--- src/rtl/safety_island_err_recorder_if.sv ---
// Register-bus request/response bundle between a bus master and the safety island error recorder.
// One outstanding request at a time; the response follows acceptance by exactly one cycle.
interface safety_island_err_recorder_if #(
  parameter int AddrWidth = 32
);
  logic                 req_valid;
  logic                 req_ready;
  logic [AddrWidth-1:0] req_addr;
  logic                 req_write;
  logic [31:0]          req_wdata;
  logic                 rsp_valid;
  logic [31:0]          rsp_rdata;
  logic                 rsp_error;

  modport master (
    output req_valid, req_addr, req_write, req_wdata,
    input  req_ready, rsp_valid, rsp_rdata, rsp_error
  );

  modport slave (
    input  req_valid, req_addr, req_write, req_wdata,
    output req_ready, rsp_valid, rsp_rdata, rsp_error
  );
endinterface

--- src/rtl/safety_island_err_recorder.sv ---
// Data-port bus-error recorder: captures error events into a small FIFO that software
// inspects and drains through a register window; interrupts while records are pending.
module safety_island_err_recorder #(
  parameter  int AddrWidth = 32,
  parameter  int Depth     = 4,
  localparam int CntWidth  = $clog2(Depth) + 1
) (
  input  logic                 clk_i,
  input  logic                 rst_i,
  input  logic                 err_valid_i,
  input  logic [AddrWidth-1:0] err_addr_i,
  input  logic                 err_we_i,
  safety_island_err_recorder_if.slave bus,
  output logic                 irq_o
);

  localparam int PtrWidth = $clog2(Depth);

  localparam logic [2:0] RegStatus = 3'd0;
  localparam logic [2:0] RegAddr   = 3'd1;
  localparam logic [2:0] RegInfo   = 3'd2;
  localparam logic [2:0] RegPop    = 3'd3;
  localparam logic [2:0] RegCtrl   = 3'd4;

  // Record storage
  logic [AddrWidth-1:0] fifo_addr [Depth];
  logic                 fifo_we   [Depth];
  logic [PtrWidth-1:0]  rd_ptr;
  logic [PtrWidth-1:0]  wr_ptr;
  logic [CntWidth-1:0]  count;
  logic [CntWidth-1:0]  count_next;
  logic                 overflow;
  logic [1:0]           ctrl;

  // Response registers
  logic                 rsp_valid;
  logic [31:0]          rsp_rdata;
  logic                 rsp_error;

  logic                 accept;
  logic [2:0]           reg_off;
  logic                 nonempty;
  logic                 full;
  logic                 pop_wr;
  logic                 pop;
  logic                 ovf_clr;
  logic                 push_req;
  logic                 push;
  logic                 drop;
  logic                 ctrl_we;
  logic [31:0]          rdata_next;
  logic                 error_next;
  logic                 unused_bits;

  assign unused_bits = ^{bus.req_addr[AddrWidth-1:5], bus.req_addr[1:0], bus.req_wdata[31:2]};

  // A single outstanding request: ready drops while its response is on the bus.
  assign bus.req_ready = ~rsp_valid;
  assign bus.rsp_valid = rsp_valid;
  assign bus.rsp_rdata = rsp_rdata;
  assign bus.rsp_error = rsp_error;

  assign accept   = bus.req_valid & ~rsp_valid;
  assign reg_off  = bus.req_addr[4:2];
  assign nonempty = (count != '0);
  assign full     = (count == CntWidth'(Depth));

  assign pop_wr   = accept & bus.req_write & (reg_off == RegPop);
  assign pop      = pop_wr & bus.req_wdata[0] & nonempty;
  assign ovf_clr  = pop_wr & bus.req_wdata[1];
  assign ctrl_we  = accept & bus.req_write & (reg_off == RegCtrl);

  // A pop in the same cycle frees the slot the new record lands in.
  assign push_req = err_valid_i & ctrl[0];
  assign push     = push_req & (~full | pop);
  assign drop     = push_req & full & ~pop;

  always_comb begin
    count_next = count;
    unique case ({push, pop})
      2'b10:   count_next = count + CntWidth'(1);
      2'b01:   count_next = count - CntWidth'(1);
      default: count_next = count;
    endcase
  end

  // Read data is formed from the state before this cycle's updates.
  always_comb begin
    // NOTE: every output of a combinational block gets a default first so no path infers a latch.
    rdata_next = '0;
    error_next = 1'b0;
    case (reg_off)
      RegStatus: if (!bus.req_write) begin
        rdata_next[0]             = nonempty;
        rdata_next[1]             = overflow;
        rdata_next[8 +: CntWidth] = count;
      end
      RegAddr: if (!bus.req_write && nonempty) begin
        rdata_next = 32'(fifo_addr[rd_ptr]);
      end
      RegInfo: if (!bus.req_write && nonempty) begin
        rdata_next[0] = fifo_we[rd_ptr];
        rdata_next[1] = 1'b1;
      end
      RegPop:  rdata_next = '0;
      RegCtrl: if (!bus.req_write) begin
        rdata_next[1:0] = ctrl;
      end
      default: error_next = 1'b1;
    endcase
  end

  // NOTE: record storage has no reset; the pointers and count define which slots are live.
  always_ff @(posedge clk_i) begin
    if (push) begin
      fifo_addr[wr_ptr] <= err_addr_i;
      fifo_we[wr_ptr]   <= err_we_i;
    end
  end

  always_ff @(posedge clk_i) begin
    if (rst_i) begin
      rd_ptr    <= '0;
      wr_ptr    <= '0;
      count     <= '0;
      overflow  <= 1'b0;
      ctrl      <= 2'b01;
      rsp_valid <= 1'b0;
      rsp_rdata <= '0;
      rsp_error <= 1'b0;
      irq_o     <= 1'b0;
    end else begin
      if (pop)  rd_ptr <= rd_ptr + PtrWidth'(1);
      if (push) wr_ptr <= wr_ptr + PtrWidth'(1);
      count     <= count_next;
      // A new drop wins over a same-cycle clear.
      overflow  <= (overflow & ~ovf_clr) | drop;
      if (ctrl_we) ctrl <= bus.req_wdata[1:0];
      rsp_valid <= accept;
      rsp_rdata <= (accept && !error_next) ? rdata_next : '0;
      rsp_error <= accept & error_next;
      irq_o     <= ctrl[1] & (nonempty | overflow);
    end
  end

endmodule
--- src/flat_wrapper.sv ---
// flat-port wrapper written by rule: the top's interface ports become plain ports
module safety_island_err_recorder_flat 
#(
  parameter  int AddrWidth = 32,
  parameter  int Depth     = 4,
  localparam int CntWidth  = $clog2(Depth) + 1
)
  (clk_i, rst_i, err_valid_i, err_addr_i, err_we_i, irq_o, bus_req_valid, bus_req_addr, bus_req_write, bus_req_wdata, bus_req_ready, bus_rsp_valid, bus_rsp_rdata, bus_rsp_error);
  safety_island_err_recorder_if #(.AddrWidth(AddrWidth)) bus_i ();
  input  logic clk_i;
  input  logic rst_i;
  input  logic err_valid_i;
  input  logic [AddrWidth-1:0] err_addr_i;
  input  logic err_we_i;
  output logic irq_o;
  input wire logic [$bits(bus_i.req_valid)-1:0] bus_req_valid;
  input wire logic [$bits(bus_i.req_addr)-1:0] bus_req_addr;
  input wire logic [$bits(bus_i.req_write)-1:0] bus_req_write;
  input wire logic [$bits(bus_i.req_wdata)-1:0] bus_req_wdata;
  output wire logic [$bits(bus_i.req_ready)-1:0] bus_req_ready;
  output wire logic [$bits(bus_i.rsp_valid)-1:0] bus_rsp_valid;
  output wire logic [$bits(bus_i.rsp_rdata)-1:0] bus_rsp_rdata;
  output wire logic [$bits(bus_i.rsp_error)-1:0] bus_rsp_error;
  assign bus_i.req_valid = bus_req_valid;
  assign bus_i.req_addr = bus_req_addr;
  assign bus_i.req_write = bus_req_write;
  assign bus_i.req_wdata = bus_req_wdata;
  assign bus_req_ready = bus_i.req_ready;
  assign bus_rsp_valid = bus_i.rsp_valid;
  assign bus_rsp_rdata = bus_i.rsp_rdata;
  assign bus_rsp_error = bus_i.rsp_error;
  safety_island_err_recorder #(.AddrWidth(AddrWidth), .Depth(Depth)) u_core (.clk_i(clk_i), .rst_i(rst_i), .err_valid_i(err_valid_i), .err_addr_i(err_addr_i), .err_we_i(err_we_i), .bus(bus_i), .irq_o(irq_o));
endmodule
--- config.mk ---
export PLATFORM = sky130hd
export DESIGN_NAME = safety_island_err_recorder_flat
export DESIGN_NICKNAME = d
export VERILOG_FILES = /design/src/rtl/safety_island_err_recorder_if.sv /design/src/rtl/safety_island_err_recorder.sv /design/src/flat_wrapper.sv
export SDC_FILE = /design/constraint.sdc
export NUM_CORES = 1
export LEC_CHECK = 0
export CAP_MARGIN = 15
export CORE_UTILIZATION = 30
export DETAILED_ROUTE_END_ITERATION = 8
export PLACE_DENSITY = 0.5
export SKIP_LAST_GASP = 1
export SLEW_MARGIN = 20
export SYNTH_ARGS = -nofsm -noshare
export SYNTH_HDL_FRONTEND = slang
export SYNTH_SLANG_ARGS = --single-unit
--- constraint.sdc ---
create_clock -name clk_i -period 6.5 [get_ports clk_i]
set_clock_uncertainty 0.15 [all_clocks]
set_input_delay 1.625 -clock clk_i [delete_from_list [all_inputs] [get_ports clk_i]]
set_output_delay 1.625 -clock clk_i [all_outputs]
set_load 0.02 [all_outputs]
# Word level (Yosys, flattened, before mapping)
# Memories as Yosys holds them, arrays and structs flattened. A register that Yosys moved wholly into a read port is not among the register bits.
# Cells that the tools add are included.
# W data, S select, Z words.
# word_totals
mem_count	2
regBits	45
ramBits	132
elab_cells	71
in_bits	102
out_inout_bits	36
# classes
bitwise	24
addsub	4
n_mux	15
n_eq_ne	7
reduce_logical	9
# memory_table
name	depth	word_bits	rd	rd_ports_with_merged_regs	wr	line_no	source
u_core.fifo_addr	4	32	1	1	1	safety_island_err_recorder.sv:26	logic [AddrWidth-1:0] fifo_addr [Depth];
u_core.fifo_we	4	1	1	1	1	safety_island_err_recorder.sv:27	logic fifo_we [Depth];
# op_table
operator	count
$and A1 B1 Y1	14
$mux W2	7
$pmux W3 S2	2
$mux W11	1
$pmux W2 S4	1
$not A1 Y1	7
$eq A3 B2 Y1 const B	2
$eq A3 B3 Y1 const B	2
$reduce_or A5 Y1	1
$add A2 B1 Y2 const B	2
$reduce_or A4 Y1	1
$add A3 B1 Y3 const B	1
$eq A3 B1 Y1 const B	1
$logic_not A3 Y1	1
$mux W1	3
$mux W3	1
$or A1 B1 Y1	3
$reduce_bool A3 Y1	1
$sub A3 B1 Y3 const B	1
$eq A2 B1 Y1 const B	1
$eq A2 B2 Y1 const B	1
$logic_and A1 B1 Y1	2
$reduce_bool A2 Y1	1
$reduce_or A2 Y1	1
$logic_not A1 Y1	1

# Depth between registers and ports, before layout
# Gate-level depths: netlist of the first run.
# logic_depth
depth_word	10
depth_mapped	10
ltp_nobuf	9

# Worst setup path before layout of the first run
# Ideal clock, no wire load.
# synth_timing
path_kind	input to register
startpoint	in bus_req_write
endpoint	mem u_core.fifo_addr[0][0] (enable)
path_stages	4
slack_ps	1284
arrival_time_ps	4595
t_required_ps	5879
setup_time_ps	471
path_buffers	1
path_cell_list	and3b_1 clkbuf_1 a21oi_1 nor3b_1
# synth_via
elab_chain_cells	8
# synth_rtl
item	line_no	source
from (decl)	flat_wrapper.sv:18	input wire logic [$bits(bus_i.req_write)-1:0] bus_req_write;
$and A1 B1 Y1 (2 in a row)	safety_island_err_recorder.sv:68	assign pop_wr = accept & bus.req_write & (reg_off == RegPop);
$and A1 B1 Y1 (2 in a row)	safety_island_err_recorder.sv:69	assign pop = pop_wr & bus.req_wdata[0] & nonempty;
$or A1 B1 Y1	safety_island_err_recorder.sv:75	assign push = push_req & (~full | pop);
$and A1 B1 Y1	safety_island_err_recorder.sv:75	
$mux W1	safety_island_err_recorder.sv:115	if (push) begin
$mux W1 (implied by the code)	safety_island_err_recorder.sv:116	fifo_addr[wr_ptr] <= err_addr_i;
to (decl)	safety_island_err_recorder.sv:26	
# No other way between the ends.

# Final worst setup path of the first run
# layout_timing
startpoint	in bus_req_addr[4]
endpoint	reg u_core.count[2]
# layout_via
elab_chain_cells	8
word_cells_on_any_way	10
classes_between	3 x eq/ne; 1 x mux; 5 x bitwise; 1 x reduce/logical
# layout_rtl
item	line_no	source
from (decl)	flat_wrapper.sv:17	input wire logic [$bits(bus_i.req_addr)-1:0] bus_req_addr;
$eq A3 B2 Y1 *	safety_island_err_recorder.sv:68	
$and A1 B1 Y1 *	safety_island_err_recorder.sv:68	
$and A1 B1 Y1 * (2 in a row)	safety_island_err_recorder.sv:69	
$or A1 B1 Y1	safety_island_err_recorder.sv:75	
$and A1 B1 Y1	safety_island_err_recorder.sv:75	
$eq A2 B1 Y1 / $eq A2 B2 Y1 (equally long branches)	safety_island_err_recorder.sv:80	unique case ({push, pop})
$pmux W3 S2 / $reduce_bool A2 Y1 (equally long branches)	-	
to (signal assigned)	safety_island_err_recorder.sv:135	count <= count_next;
to (decl)	safety_island_err_recorder.sv:30	logic [CntWidth-1:0] count;
# Mark *: on every way between the ends. The rest lies on a longest branch, timed or not.
# A chain may end at the register's enable or synchronous reset.

==> flow_summary_export.csv, run 1 <==
group,metric,value,unit
outcome,result_of_the_run,"completed",
sta,period_minus_slack,4.338,ns
global_routing,grt_max_degree,34,
cells_and_area,final.fill_count,1925,
routing,drt_first_iter_violations,214,
cells_and_area,area.growth.synth_to_final,26.17,%
clocking,numCtsBuffers,17,
global_routing,grt_usage,12.33,%
cells_and_area,area_of_combinational_cells_with_multiple_inputs,1589,um^2
power_and_ir_drop,max-vdd-ir-drop,0.1727,mV
clocking,clock-root-buffer,"sky130_fd_sc_hd__clkbuf_16",
worst_setup_path,worstPathRequired,6.69,ns
worst_setup_path,cp_data_arrival_time,4.52,ns
power_and_ir_drop,power.switching,509.9,uW
routing,drtPass1Iterations,4,
clocking,h-tree-depth,4,
synthesis,avgSynthCellArea,18.40,um^2
routing,detail-route-antenna-nets,0,
worst_setup_path,critical_path_class,"input port to flop",
clocking,clk_pin_slew_worst_paths,0.07,ns
worst_setup_path,timing.critical_path.from_type,"input port",
sta,fin_tns_setup,0,ns
global_routing,global_route.usage.met2,20.35,%
worst_setup_path,worst_path_cell_with_the_longest_stage_delay,"sky130_fd_sc_hd__clkdlybuf4s50_1",
synthesis,synthCells,358,
worst_setup_path,regToRegStartpoint,"u_core.count[2]$_SDFFE_PP0P_",
clocking,cts.hold.buffers_added,0,
die,die_height,150.2,um
synthesis,synth_edf_count,132,
cells_and_area,final_layout_size_suffix_gt1_share,18.44,%
synthesis,synth.ff_latch_count,179,
synthesis,async_sr_flop_fraction,0,%
sta,setup_repair_after_global_routing_missed_its_margin,"false",
placed_design,port-buffer-count,78,
routing,dr_total_vias,3404,
sta,final_min_period_over_clock_period,66.74,%
worst_setup_path,critical_path.cell_chain,"clkdlybuf4s50_1 > and4b_1 > a21oi_1 > nand2b_1 > ha_1 > inv_1 > fa_1 > xor2_1 > or3_1 > a21oi_1",
global_routing,grt_use_met3,2.485,%
routing,detail_route.drc_violations,0,
clocking,worst_skew_pair.late_latency,0.42,ns
cells_and_area,layout.nets,556,
power_and_ir_drop,p_leak,2.688,nW
sta,slew_viol_final,0,
worst_setup_path,max_stage_delay,0.71,ns
worst_hold_path,hold_path_depth,1,
die,die_extent_in_x,150.2,um
global_routing,grt_util_met1,15.48,%
power_and_ir_drop,power.share.switching,21.03,%
global_routing,overflow,0,
synthesis,synth_cell_type_count,45,
synthesis,seq_area_frac_synth,74.44,%
placed_design,post_dp_hpwl,7.840,mm
routing,drt_wl_total,12.91,mm
clocking,postCtsSetupBuffers,0,
cells_and_area,ff_latch_area,4907,um^2
sta,timing.final.hold_violations,0,
worst_setup_path,crit_family,"simple AND/OR/NAND/NOR gates",
worst_hold_path,hold_start,"u_core.ctrl[1]$_SDFFE_PP0P_",
sta,worst-slew-pin-transition,1.087,ns
placed_design,gpl.final_weighted_congestion,0.7203,
clocking,cts.path.max_buffers,2,
global_routing,first_global_vias,3640,
die,placement_rows,53,
worst_hold_path,hold-path-endpoint,"u_core.irq_o$_SDFF_PP0_",
worst_setup_path,critical_path.max_fanout,12,
power_and_ir_drop,power.share.combinational,5.3,%
worst_setup_path,cp_num_buf_inv,2,
worst_setup_path,setup.reg_to_reg.worst_slack,3.53,ns
clocking,postCtsResizedCells,0,
global_routing,grt_first_pass_wirelength,20.11,mm
sta,worst_hold_slack,0.3253,ns
worst_setup_path,timing.critical_path.to_type,"flop",
clocking,cts_tree,"done",
global_routing,grt_antenna_before_repair,0,
die,initial_core_util,30.95,%
global_routing,globalRoute.busiestLayer,"met2",
cells_and_area,insertedDiodeCount,0,
sta,setup-violations-final,0,
synthesis,synth_warnings,0,
die,io-pin-count,138,
worst_setup_path,rr_endpoint,"u_core.count[2]$_SDFFE_PP0P_",
die,fp.dieArea,22560,um^2
routing,viasPerCell,4.625,
synthesis,syn-num-nets,466,
sta,slew-limit-headroom,27.37,%
routing,route.detailed.wl_per_inst,17.54,um
power_and_ir_drop,internal-power,1.915,mW
clocking,cts_sinks,179,
die,placeableCoreArea,21290,um^2
power_and_ir_drop,power.clock.fraction,41.8,%
worst_hold_path,worst_hold_path_type,"flop to flop",
synthesis,summed_instance_area_of_the_synthesized_netlist,6589,um^2
power_and_ir_drop,share_seq_of_total_power,52.9,%
power_and_ir_drop,power.density,291.7,nW/um^2
worst_setup_path,critical-path-top-cell-by-count,"sky130_fd_sc_hd__a21oi_1",
synthesis,synth_top_flop_cell,"sky130_fd_sc_hd__edfxtp_1",
sta,fmax_achieved,230.5,MHz
worst_setup_path,r2r_depth,9,
run,cap_violations,0,
==> area by class of cell <==
class	instances	area share, %
inverter	9	0.4064
clock buffer	19	5.328
clock inverter	13	1.776
multi-input combinational	154	19.11
timing repair buffer	87	10.20
tap	275	4.139
sequential	179	59.03
==> cell families after synthesis <==
family | after synthesis | synth area share [%]
xor+xnor | 2 | 0.2659
mux | 37 | 11.96
buf+inv | 25 | 1.747
simple gates | 86 | 8.166
flops | 179 | 74.44
fa+ha+maj | 6 | 1.253
compound gates | 23 | 2.165
==> state kept, by name, summed over array words and instances, names as in the netlist, named ones only <==
register	cells
u_core.bus.rsp_error	1
u_core.count	3
u_core.bus.rsp_rdata	32
u_core.irq_o	1
u_core.fifo_addr	128
u_core.rd_ptr	2
u_core.bus.rsp_valid	1
u_core.ctrl	2
u_core.overflow	1
u_core.wr_ptr	2
u_core.fifo_we	4
==> through the flow <==
step | utilization, % | total power, mW | instance area (um^2) | setup slack [ns] | cells
after floorplan | - | 1.374 | 6589 | 1.284 | 358
after global placement | 36.28 | 1.432 | 7722 | 1.802 | 704
after detailed placement | 36.28 | 1.438 | 7722 | 1.734 | 704
after CTS | 39.05 | 2.462 | 8313 | 2.179 | 736
final | 39.05 | 2.425 | 8313 | 2.162 | 736
after global routing | 39.05 | 2.519 | 8313 | 1.991 | 736
==> cells in the mapped netlist, types with 5 or more instances <==
cell type | number | area, um^2
sky130_fd_sc_hd__nor2b_1 | 32 | 200.2
sky130_fd_sc_hd__ha_1 | 5 | 62.56
sky130_fd_sc_hd__a21oi_1 | 9 | 45.04
sky130_fd_sc_hd__nor2_1 | 8 | 30.03
sky130_fd_sc_hd__buf_2 | 8 | 40.04
sky130_fd_sc_hd__mux4_2 | 33 | 743.2
sky130_fd_sc_hd__nand2_1 | 8 | 30.03
sky130_fd_sc_hd__inv_1 | 9 | 33.78
sky130_fd_sc_hd__nand4_1 | 7 | 43.79
sky130_fd_sc_hd__clkbuf_1 | 5 | 18.77
sky130_fd_sc_hd__edfxtp_1 | 132 | 3964
sky130_fd_sc_hd__nor3b_1 | 5 | 37.54
sky130_fd_sc_hd__dfxtp_1 | 47 | 940.9
==> placed cells by master, fill, tap and decap left out, drive strengths merged, types with 2 or more instances in the layout <==
cell type      instances
nand2                  8
o21ai                  4
o211ai                 3
inv                   14
clkinvlp               3
buf                    9
or3b                   2
or3                    4
bufinv                 2
nor2                   8
and3b                  2
xor2                   2
dfxtp                 47
mux4                  33
clkinv                 3
nor2b                 32
nand4                  8
nand3                  4
nor3                   2
ha                     5
nand4b                 2
clkdlybuf4s50         78
mux2                   4
a21oi                  9
nand2b                 2
edfxtp               132
nor3b                  6
clkbuf                19
==> power groups by stage <==
stage	Sequential [mW]	Clock, mW	Combinational, mW
3_5_place_dp	1.31	0	0.130
6_report	1.28	1.01	0.128
4_1_cts	1.28	1.05	0.131
3_3_place_gp	1.30	0	0.127
5_1_grt	1.29	1.09	0.140
2_1_floorplan	1.31	0	0.0657
==> worst max path at each step <==
| stage | cells past startpoint | start | to | slack (ns) |
|---|---|---|---|---|
| after global routing | 10 | bus_req_addr[4] | u_core.count[2]$_SDFFE_PP0P_ | 1.99 |
| after detailed placement | 10 | bus_req_addr[4] | u_core.count[2]$_SDFFE_PP0P_ | 1.73 |
| final | 10 | bus_req_addr[4] | u_core.count[2]$_SDFFE_PP0P_ | 2.16 |
| after CTS | 10 | bus_req_addr[4] | u_core.count[2]$_SDFFE_PP0P_ | 2.18 |
| after floorplan | 4 | bus_req_write | u_core.fifo_addr[0][0]$_DFFE_PP_ | 1.28 |
| after global placement | 10 | bus_req_addr[4] | u_core.count[2]$_SDFFE_PP0P_ | 1.80 |
==> routing by layer <==
metal | part of all wire [%] | up-vias
met4 | 1.7 | 0
li1 | - | 1572
met5 | 0 | -
met3 | 4.2 | 15
met2 | 50 | 92
met1 | 44 | 1725
No activity file was read; power rests on OpenSTA's default activity.
==> inputs of run 2 (changes only) <==
==> constraint.sdc (replaced) <==
create_clock -name clk_i -period 4.3 [get_ports clk_i]
set_clock_uncertainty 0.15 [all_clocks]
set_input_delay 1.075 -clock clk_i [delete_from_list [all_inputs] [get_ports clk_i]]
set_output_delay 1.075 -clock clk_i [all_outputs]
set_load 0.02 [all_outputs]
==> run 2 against run 1 <==
  * Count of clock-buffer cells in the layout is 1 lower
  * First-iteration DRC count down 4.2%
  * Combinational power grew 52%
  * Largest power group unchanged
  * Highest routed layer unchanged
==> flow_summary_export.csv, run 2 (same netlist as run 1, synthesis figures left out) <==
group,metric,value,unit
outcome,result_of_the_run,"completed",
die,die_height,150.2,um
global_routing,grt_antenna_before_repair,0,
sta,fmax_achieved,292.3,MHz
routing,drt_wl_total,13.03,mm
sta,worst-slew-pin-transition,0.9858,ns
cells_and_area,final_cells,740,
global_routing,grt_first_pass_wirelength,20.22,mm
cells_and_area,layout.cells.most_common,"sky130_fd_sc_hd__edfxtp_1",
die,io-pin-count,138,
die,placement_rows,53,
placed_design,worst_slack_placed,0.4542,ns
cells_and_area,top_regs,"u_core.fifo_addr: 128 flops, u_core.bus.rsp_rdata: 32 flops, u_core.fifo_we: 4 flops",
global_routing,overflow,0,
global_routing,first_global_vias,3601,
clocking,clk_pin_slew_worst_paths,0.07,ns
placed_design,dpl.cell_count,708,
placed_design,gpl.final_weighted_congestion,0.7579,
die,initial_core_util,30.95,%
power_and_ir_drop,p_leak,2.724,nW
routing,dr_total_vias,3454,
cells_and_area,layout.nets,560,
worst_hold_path,worst_hold_path_type,"flop to flop",
placed_design,port-buffer-count,78,
worst_setup_path,cp_data_arrival_time,3.61,ns
routing,route.detailed.wl_per_inst,17.61,um
worst_setup_path,setup.reg_to_reg.worst_slack,1.60,ns
clocking,cts.hold.buffers_added,0,
cells_and_area,insertedDiodeCount,0,
clocking,cts.path.max_buffers,2,
clocking,clock-root-buffer,"sky130_fd_sc_hd__clkbuf_16",
power_and_ir_drop,max-vdd-ir-drop,0.3246,mV
die,fp.dieArea,22560,um^2
sta,slew-limit-headroom,34.28,%
cells_and_area,largest_register_ffs,128,
die,placeableCoreArea,21290,um^2
cells_and_area,area.growth.synth_to_final,26.79,%
global_routing,grt_usage,12.49,%
clocking,numCtsBuffers,17,
sta,setup-violations-final,0,
global_routing,grt_max_degree,34,
clocking,h-tree-depth,4,
sta,final_min_period_over_clock_period,79.57,%
worst_setup_path,critical_path_class,"input port to flop",
cells_and_area,final_layout_size_suffix_gt1_share,18.92,%
routing,drt_first_iter_violations,205,
routing,detail-route-antenna-nets,0,
power_and_ir_drop,power.density,445.1,nW/um^2
sta,slew_viol_final,0,
clocking,postCtsResizedCells,0,
clocking,worst_skew_pair.late_latency,0.43,ns
sta,timing.final.hold_violations,0,
clocking,postCtsSetupBuffers,0,
sta,setup_repair_after_global_routing_missed_its_margin,"false",
routing,drtPass1Iterations,5,
clocking,cts_sinks,179,
sta,setup_ws,0.8784,ns
routing,viasPerCell,4.668,
sta,period_minus_slack,3.422,ns
sta,fin_tns_setup,0,ns
worst_setup_path,timing.critical_path.to_type,"flop",
die,die_extent_in_x,150.2,um
routing,detail_route.drc_violations,0,
cells_and_area,commonest_cells_after_routing_fill_and_taps_aside,"sky130_fd_sc_hd__edfxtp_1, sky130_fd_sc_hd__clkdlybuf4s50_1, sky130_fd_sc_hd__dfxtp_1",
worst_setup_path,timing.critical_path.from_type,"input port",
worst_setup_path,critical_path.max_fanout,11,
power_and_ir_drop,finalPower,3.719,mW
cells_and_area,registers.top_by_ff_count,"u_core.fifo_addr",
placed_design,post_dp_hpwl,7.925,mm
worst_setup_path,worstPathRequired,4.49,ns
run,cap_violations,0,
sta,worst_hold_slack,0.3379,ns
clocking,cts_tree,"done",
==> run 2: cell types whose count changed in the layout (fill, tap and decap cells not counted) <==
| cell | delta |
|---|---|
| sky130_fd_sc_hd__buf_4 | +4 |
| sky130_fd_sc_hd__clkinv_4 | +1 |
| sky130_fd_sc_hd__clkbuf_8 | -1 |
| sky130_fd_sc_hd__clkinv_1 | +1 |
| sky130_fd_sc_hd__clkinv_2 | +1 |
| sky130_fd_sc_hd__clkinvlp_4 | -3 |
| sky130_fd_sc_hd__bufinv_16 | +1 |
==> run 2: critical path, stage by stage <==
cell	delay, ns
sky130_fd_sc_hd__clkdlybuf4s50_1	0.59
sky130_fd_sc_hd__and4b_1	0.35
sky130_fd_sc_hd__a21oi_1	0.22
sky130_fd_sc_hd__nand2b_1	0.14
sky130_fd_sc_hd__ha_1	0.18
sky130_fd_sc_hd__inv_1	0.06
sky130_fd_sc_hd__fa_1	0.38
sky130_fd_sc_hd__xor2_1	0.17
sky130_fd_sc_hd__or3_1	0.32
sky130_fd_sc_hd__a21oi_1	0.14
==> run 2: routing by layer <==
layer	GRT usage (%)	share of wire, %	vias up
met4	6.667	1.8	0
met3	2.545	4.6	16
met1	15.59	44	1766
li1	-	-	1582
met5	0	0	-
met2	20.39	49	90
==> run 2: worst paths after layout <==
| kind | startpoint | end | cells after the start |
|---|---|---|---|
| max reg2reg | u_core.count[2]$_SDFFE_PP0P_ | u_core.count[2]$_SDFFE_PP0P_ | 9 |
| min | u_core.ctrl[1]$_SDFFE_PP0P_ | u_core.irq_o$_SDFF_PP0_ | 1 |
| min reg2reg | u_core.ctrl[1]$_SDFFE_PP0P_ | u_core.irq_o$_SDFF_PP0_ | 1 |
| max | bus_req_addr[2] | u_core.count[2]$_SDFFE_PP0P_ | 10 |
==> run 2: final cells by class <==
| cell class | instances | area [um^2] |
|---|---|---|
| multi-input cells | 154 | 1589 |
| repair buffers | 91 | 878.3 |
| inverters | 9 | 33.78 |
| clock buffers | 18 | 429.2 |
| fillers | 1912 | 12930 |
| clock inverters | 14 | 172.7 |
| flip-flops and latches | 179 | 4907 |
| well taps | 275 | 344.1 |
==> run 2: power by group <==
part	leakage (nW)	internal, mW	total (mW)	switching, mW
Sequential	1.59	1.92	1.94	0.0174
Combinational	0.833	0.0942	0.195	0.101
Clock	0.299	0.923	1.59	0.663
==> run 2: metrics by stage <==
stage | utilization [%] | instance area [um^2]
detailed placement | 36.42 | 7752
CTS | 39.25 | 8354
finish | 39.25 | 8354
floorplan | - | 6589
global route | 39.25 | 8354
global placement | 36.42 | 7752
